<file path="config.mk">
export PLATFORM = sky130hd
export DESIGN_NAME = pipeline_hazard_ctrl_flat
export DESIGN_NICKNAME = d
export VERILOG_FILES = /design/src/rtl/pipeline_hazard_ctrl_if.sv /design/src/rtl/pipeline_hazard_ctrl.sv /design/src/flat_wrapper.sv
export SDC_FILE = /design/constraint.sdc
export NUM_CORES = 1
export LEC_CHECK = 0
export BUFFER_PORTS_ARGS = -buffer_cell sky130_fd_sc_hd__buf_2
export CORE_ASPECT_RATIO = 0.8
export CORE_MARGIN = 2
export CORE_UTILIZATION = 55
export CTS_CLUSTER_SIZE = 28
export DETAILED_ROUTE_END_ITERATION = 10
export PLACE_DENSITY = 0.8
export SLEW_MARGIN = 10
export SYNTH_ARGS = -nofsm -noshare
export SYNTH_HDL_FRONTEND = slang
export SYNTH_SLANG_ARGS = --single-unit
</file>
<file path="constraint.sdc">
create_clock -name clk -period 2.46 [get_ports clk]
set_input_delay 0.492 -clock clk [delete_from_list [all_inputs] [get_ports clk]]
set_output_delay 0.492 -clock clk [all_outputs]
set_load 0.05 [all_outputs]
</file>
<file path="src/rtl/pipeline_hazard_ctrl_if.sv">
// Hazard-control bus between the pipeline datapath and pipeline_hazard_ctrl.
// The datapath side (master) supplies hazard sources; the controller side (slave) returns stall/flush controls.
interface pipeline_hazard_ctrl_if #(
    parameter int unsigned CNT_W = 32
);
    logic [4:0]       rs1_d;
    logic [4:0]       rs2_d;
    logic             uses_rs2_d;
    logic [4:0]       rd_e;
    logic             mem_read_e;
    logic             branch_taken_e;
    logic             mem_req_m;
    logic             mem_ready_m;
    logic             stall_f;
    logic             stall_d;
    logic             flush_d;
    logic             flush_e;
    logic             freeze;
    logic             mem_timeout;
    logic [CNT_W-1:0] stall_cycles;
    logic [CNT_W-1:0] flush_events;

    modport master (
        output rs1_d, rs2_d, uses_rs2_d, rd_e, mem_read_e, branch_taken_e, mem_req_m, mem_ready_m,
        input  stall_f, stall_d, flush_d, flush_e, freeze, mem_timeout, stall_cycles, flush_events
    );

    modport slave (
        input  rs1_d, rs2_d, uses_rs2_d, rd_e, mem_read_e, branch_taken_e, mem_req_m, mem_ready_m,
        output stall_f, stall_d, flush_d, flush_e, freeze, mem_timeout, stall_cycles, flush_events
    );
endinterface

</file>
<file path="src/rtl/pipeline_hazard_ctrl.sv">
// Central hazard controller for the 5-stage pipeline: load-use stalls, branch flushes,
// data-memory freeze with timeout watchdog, and saturating stall/flush counters.
module pipeline_hazard_ctrl #(
    parameter int unsigned MEM_TIMEOUT = 64,
    parameter int unsigned CNT_W       = 32
) (
    input  logic                   clk,
    input  logic                   rst,
    pipeline_hazard_ctrl_if.slave  bus
);

    localparam int unsigned         WCNT_W    = 16;
    localparam logic [WCNT_W-1:0]   WCNT_LAST = WCNT_W'(MEM_TIMEOUT - 1);
    localparam logic [CNT_W-1:0]    CNT_MAX   = '1;

    typedef enum logic [1:0] {RUN, MEM_WAIT, ERROR} state_t;

    state_t            state;
    logic [WCNT_W-1:0] wcnt;
    logic              timeout;
    logic [CNT_W-1:0]  stall_cnt;
    logic [CNT_W-1:0]  flush_cnt;

    logic mem_hold;
    logic load_use;
    logic stall_f;
    logic stall_d;
    logic flush_d;
    logic flush_e;
    logic freeze;

    assign mem_hold = bus.mem_req_m & ~bus.mem_ready_m;
    assign load_use = bus.mem_read_e & (bus.rd_e != 5'd0) &
                      ((bus.rd_e == bus.rs1_d) | (bus.uses_rs2_d & (bus.rd_e == bus.rs2_d)));

    // Priority: ERROR > memory hold > taken branch > load-use; everything quiet during reset.
    always_comb begin
        stall_f = 1'b0;
        stall_d = 1'b0;
        flush_d = 1'b0;
        flush_e = 1'b0;
        freeze  = 1'b0;
        if (!rst) begin
            if ((state == ERROR) || mem_hold) begin
                stall_f = 1'b1;
                stall_d = 1'b1;
                freeze  = 1'b1;
            end else if (bus.branch_taken_e) begin
                flush_d = 1'b1;
                flush_e = 1'b1;
            end else if (load_use) begin
                stall_f = 1'b1;
                stall_d = 1'b1;
                flush_e = 1'b1;
            end
        end
    end

    always_ff @(posedge clk) begin
        if (rst) begin
            state     <= RUN;
            wcnt      <= '0;
            timeout   <= 1'b0;
            stall_cnt <= '0;
            flush_cnt <= '0;
        end else begin
            case (state)
                RUN: begin
                    if (mem_hold) begin
                        state <= MEM_WAIT;
                        wcnt  <= WCNT_W'(1);
                    end
                end
                MEM_WAIT: begin
                    if (!mem_hold) begin
                        state <= RUN;
                        wcnt  <= '0;
                    end else if (wcnt == WCNT_LAST) begin
                        state   <= ERROR;
                        timeout <= 1'b1;
                    end else begin
                        wcnt <= wcnt + WCNT_W'(1);
                    end
                end
                ERROR:   state <= ERROR;
                default: state <= RUN;
            endcase

            // Counters saturate rather than wrap.
            if (stall_f && (stall_cnt != CNT_MAX)) stall_cnt <= stall_cnt + CNT_W'(1);
            if (flush_d && (flush_cnt != CNT_MAX)) flush_cnt <= flush_cnt + CNT_W'(1);
        end
    end

    assign bus.stall_f      = stall_f;
    assign bus.stall_d      = stall_d;
    assign bus.flush_d      = flush_d;
    assign bus.flush_e      = flush_e;
    assign bus.freeze       = freeze;
    assign bus.mem_timeout  = timeout;
    assign bus.stall_cycles = stall_cnt;
    assign bus.flush_events = flush_cnt;

endmodule

</file>
<file path="src/flat_wrapper.sv">
// flat-port wrapper written by rule: the top's interface ports become plain ports
module pipeline_hazard_ctrl_flat 
#(
    parameter int unsigned MEM_TIMEOUT = 64,
    parameter int unsigned CNT_W       = 32
)
  (clk, rst, bus_rs1_d, bus_rs2_d, bus_uses_rs2_d, bus_rd_e, bus_mem_read_e, bus_branch_taken_e, bus_mem_req_m, bus_mem_ready_m, bus_stall_f, bus_stall_d, bus_flush_d, bus_flush_e, bus_freeze, bus_mem_timeout, bus_stall_cycles, bus_flush_events);
  pipeline_hazard_ctrl_if #(.CNT_W(CNT_W)) bus_i ();
  input  logic clk;
  input  logic rst;
  input wire logic [$bits(bus_i.rs1_d)-1:0] bus_rs1_d;
  input wire logic [$bits(bus_i.rs2_d)-1:0] bus_rs2_d;
  input wire logic [$bits(bus_i.uses_rs2_d)-1:0] bus_uses_rs2_d;
  input wire logic [$bits(bus_i.rd_e)-1:0] bus_rd_e;
  input wire logic [$bits(bus_i.mem_read_e)-1:0] bus_mem_read_e;
  input wire logic [$bits(bus_i.branch_taken_e)-1:0] bus_branch_taken_e;
  input wire logic [$bits(bus_i.mem_req_m)-1:0] bus_mem_req_m;
  input wire logic [$bits(bus_i.mem_ready_m)-1:0] bus_mem_ready_m;
  output wire logic [$bits(bus_i.stall_f)-1:0] bus_stall_f;
  output wire logic [$bits(bus_i.stall_d)-1:0] bus_stall_d;
  output wire logic [$bits(bus_i.flush_d)-1:0] bus_flush_d;
  output wire logic [$bits(bus_i.flush_e)-1:0] bus_flush_e;
  output wire logic [$bits(bus_i.freeze)-1:0] bus_freeze;
  output wire logic [$bits(bus_i.mem_timeout)-1:0] bus_mem_timeout;
  output wire logic [$bits(bus_i.stall_cycles)-1:0] bus_stall_cycles;
  output wire logic [$bits(bus_i.flush_events)-1:0] bus_flush_events;
  assign bus_i.rs1_d = bus_rs1_d;
  assign bus_i.rs2_d = bus_rs2_d;
  assign bus_i.uses_rs2_d = bus_uses_rs2_d;
  assign bus_i.rd_e = bus_rd_e;
  assign bus_i.mem_read_e = bus_mem_read_e;
  assign bus_i.branch_taken_e = bus_branch_taken_e;
  assign bus_i.mem_req_m = bus_mem_req_m;
  assign bus_i.mem_ready_m = bus_mem_ready_m;
  assign bus_stall_f = bus_i.stall_f;
  assign bus_stall_d = bus_i.stall_d;
  assign bus_flush_d = bus_i.flush_d;
  assign bus_flush_e = bus_i.flush_e;
  assign bus_freeze = bus_i.freeze;
  assign bus_mem_timeout = bus_i.mem_timeout;
  assign bus_stall_cycles = bus_i.stall_cycles;
  assign bus_flush_events = bus_i.flush_events;
  pipeline_hazard_ctrl #(.MEM_TIMEOUT(MEM_TIMEOUT), .CNT_W(CNT_W)) u_core (.clk(clk), .rst(rst), .bus(bus_i));
endmodule
</file>
==> key figures <==
Run status
  – Status: completed

Synth
  – Synth Area in Adders: 0.853%
  – Syn Std Cell Area: 4400 um2
  – Share of async-settable or async-resettable flops after synthesis: 0%
  – Synth top area share: 37.8%
  – Simple-gate area share of the yosys netlist: 32.6%
  – Post-synthesis sequential area ratio: 37.8%
  – Multiplexer area fraction after synthesis: 1.74%
  – XOR/XNOR Fraction of Synth Area: 9.96%
  – Syn Nets: 544
  – Prevailing post-synth register cell: dfxtp_1
  – Syn Inst Count: 519
  – Ys Warns: 0
  – Post-synth EDFFs: 0
  – Synth unique cells: 53
  – Syn Area/Cell: 8.47 um2
  – Largest family of logic cells by synthesized area: simple AND/OR/NAND/NOR gates
  – Top post-synthesis cells by area: dfxtp_1 38%, xnor2_1 6.0%, nor2_1 4.4%
  – Synth Area in Compound Gates: 13.1%
  – Post-synth top area cell: dfxtp_1
  – Yosys reg bits: 83

Hold path
  – WHS Path Cells: 2
  – Type of the tightest min-delay check: register to register

Power and ir drop
  – Power Dens Cells: 508 nW/um2
  – Leak: 1.98 nW
  – Peak VDD IR: 420 uV
  – Power after layout: 0.00264 W

STA
  – Slew Limit Fails: 0
  – Maximum clock frequency: 416 MHz
  – Final setup violation count: 0
  – Max_slew headroom: 70.8%
  – Layout Skew: 0.00939 ns
  – Final Critical Period: 2.40 ns
  – Worst Max-Slew Pin Slew: 0.437 ns
  – Fin Hold WS: 0.506 ns
  – Hold Fails Final Rpt: 0
  – Final Cycle Share: 97.6%
  – Setup Total Neg Slack: 0 ns
  – RSZ-0062 raised after global routing: no

Setup path
  – Reg2reg path depth: 7
  – Crit Path Category: primary input to primary output
  – Worst Path Max Fanout: 3
  – CP startpoint kind: primary input
  – Endpoint class of the critical path: primary output
  – Reg2Reg Setup Slack: 0.17 ns
  – WP data required: 1.97 ns
  – CP arrival: 1.91 ns

Die
  – Die area: 8730 um2
  – Starting density of the core: 56.1%
  – I/O pin total: 92
  – Die height: 84.0 um
  – Rows: 29
  – Chip Width: 104 um
  – Core Box Area: 7840 um2

Clocking
  – H-tree depth: 3
  – CTS Root Cell: clkbuf_8
  – Later-pin clock latency in the skew report: 0.35 ns
  – # resized after CTS: 0
  – TritonCTS clock tree: yes
  – CTS buffer count: 9
  – Worst-path clk slew: 0.08 ns
  – Clock sink total: 83
  – Max Buffers Root-to-Sink: 2
  – CTS Hold Bufs: 0
  – Postcts setup bufs: 0

Global routing
  – GRT busiest layer: met2
  – GRT overflow: 0
  – Pin count of the biggest net entering global routing: 31
  – Antenna violations before repair: 0
  – Vias in the first global route: 3,928
  – Met3 Usage GRT: 5.23%
  – GR Util met1: 34.0%
  – Gr usage total: 25.1%
  – First-pass GRT wire length: 18,200 um
  – GRT met2 Usage: 39.7%

Route
  – DRT Pass-1 Iters: 4
  – Via/cell ratio: 5.89
  – DRC violation count after routing: 0
  – Vias: 4,261
  – Iter 0 DRT Violations: 207
  – Post-route ant nets: 0
  – Total wire length: 10,700 um
  – Drt wl/cell: 14.8 um

Placement
  – GP Congestion: 0.862
  – DP Wirelength: 7830 um
  – Placed Instances: 708
  – Port Buf Inserts: 91

Layout
  – Multi-input combinational cell area: 2560 um2
  – Area growth syn-to-layout: 18.2%
  – Final #Nets: 636
  – FF/Latch Area: 1660 um2
  – Fill count: 689
  – Fraction of layout cells with a size suffix above 1: 23.1%
  – Non-filler instance count after layout: 724
  – Antenna diodes: 0

Run
  – Max-Cap Viols: 0
logic make-up (layout without fill, tap and decap cells):
group           after synthesis  in the layout
compound gates               90             90
xor+xnor                     50             50
fa+ha+maj                     3              3
buf+inv                      36            133
flops                        83             83
mux                           6              6
simple gates                251            251
worst max-delay path, cell delays in order:
cell and delay, ns:
buf_2 0.13, or4_1 0.53, o21ai_2 0.17, nor3_1 0.11, a21oi_4 0.19, inv_1 0.08, buf_2 0.21
synth_stat cells, types with 5 or more instances:
master,number
o21ai_0,12
o31ai_1,16
a21oi_1,34
nand3_1,29
nor4_1,5
xor2_1,20
buf_2,7
dfxtp_1,83
or3_1,16
o21ai_1,8
xnor2_1,30
nand4_1,21
inv_1,9
nand2_1,39
nor2b_1,6
clkbuf_1,13
nor3_1,12
and2_1,5
or4_1,15
nor2_1,51
and3_1,15
and4_1,15
per-layer routing:
metal / part of all wire, % / routed length [um] / vias up
li1: - / - / 2094
met1: 46 / 4930 / 2008
met2: 46 / 4950 / 139
met3: 6.0 / 644 / 20
met4: 1.8 / 192 / 0
met5: 0 / 0 / -
layout make-up:
class,instances,share of cell area (%)
well taps,108,2.60
clock inverters,4,1.40
multi-input cells,400,49.2
clock buffers,12,2.99
flip-flops and latches,83,32.0
repair buffers,107,11.1
inverters,10,0.722
state kept, by name, summed over array words and instances, names as in the netlist:
| register | count |
|---|---|
| u_core.bus.flush_events | 32 |
| u_core.bus.mem_timeout | 1 |
| u_core.state | 2 |
| u_core.wcnt | 16 |
| u_core.bus.stall_cycles | 32 |
worst paths after layout:
check / to / start
min reg2reg: u_core.wcnt[13] / u_core.wcnt[13]
max reg2reg: u_core.bus.stall_cycles[17] / u_core.bus.stall_cycles[0]
min: u_core.wcnt[13] / u_core.wcnt[13]
max: bus_stall_d / bus_rd_e[0]
stage by stage:
step                worst slack, ns  util, %  cell area [um2]
detailed placement           0.0582     63.4             4970
global placement              0.110     63.4             4970
finish                       0.0584     66.3             5200
CTS                          0.0678     66.3             5200
floorplan                    -0.218        -             4400
global route                 0.0172     66.3             5200
where the power goes:
group	leakage (nW)	switching, W	internal (W)
Sequential	0.669	0.00000736	0.00135
Combinational	1.20	0.000108	0.0000573
Clock	0.113	0.000492	0.000627
Total	1.98	0.000607	0.00203
cells in the final DEF, fill, tap and decap left out, drive strengths merged, types with 4 or more instances in the layout:
cell,netlist,routed
buf,13,107
dfxtp,83,83
nor2,51,51
nand2,39,39
a21oi,35,35
xnor2,30,30
nand3,30,30
nand4,22,22
o21ai,21,21
xor2,20,20
or3,16,16
o31ai,16,16
or4,15,15
and4,15,15
and3,15,15
nor3,12,12
clkbuf,13,12
inv,10,10
nor4,9,9
nor2b,6,6
and2,5,5
o211ai,4,4
nand4b,4,4
mux2,4,4
o311ai,4,4
Note: power is estimated with default switching activity, not from simulation.
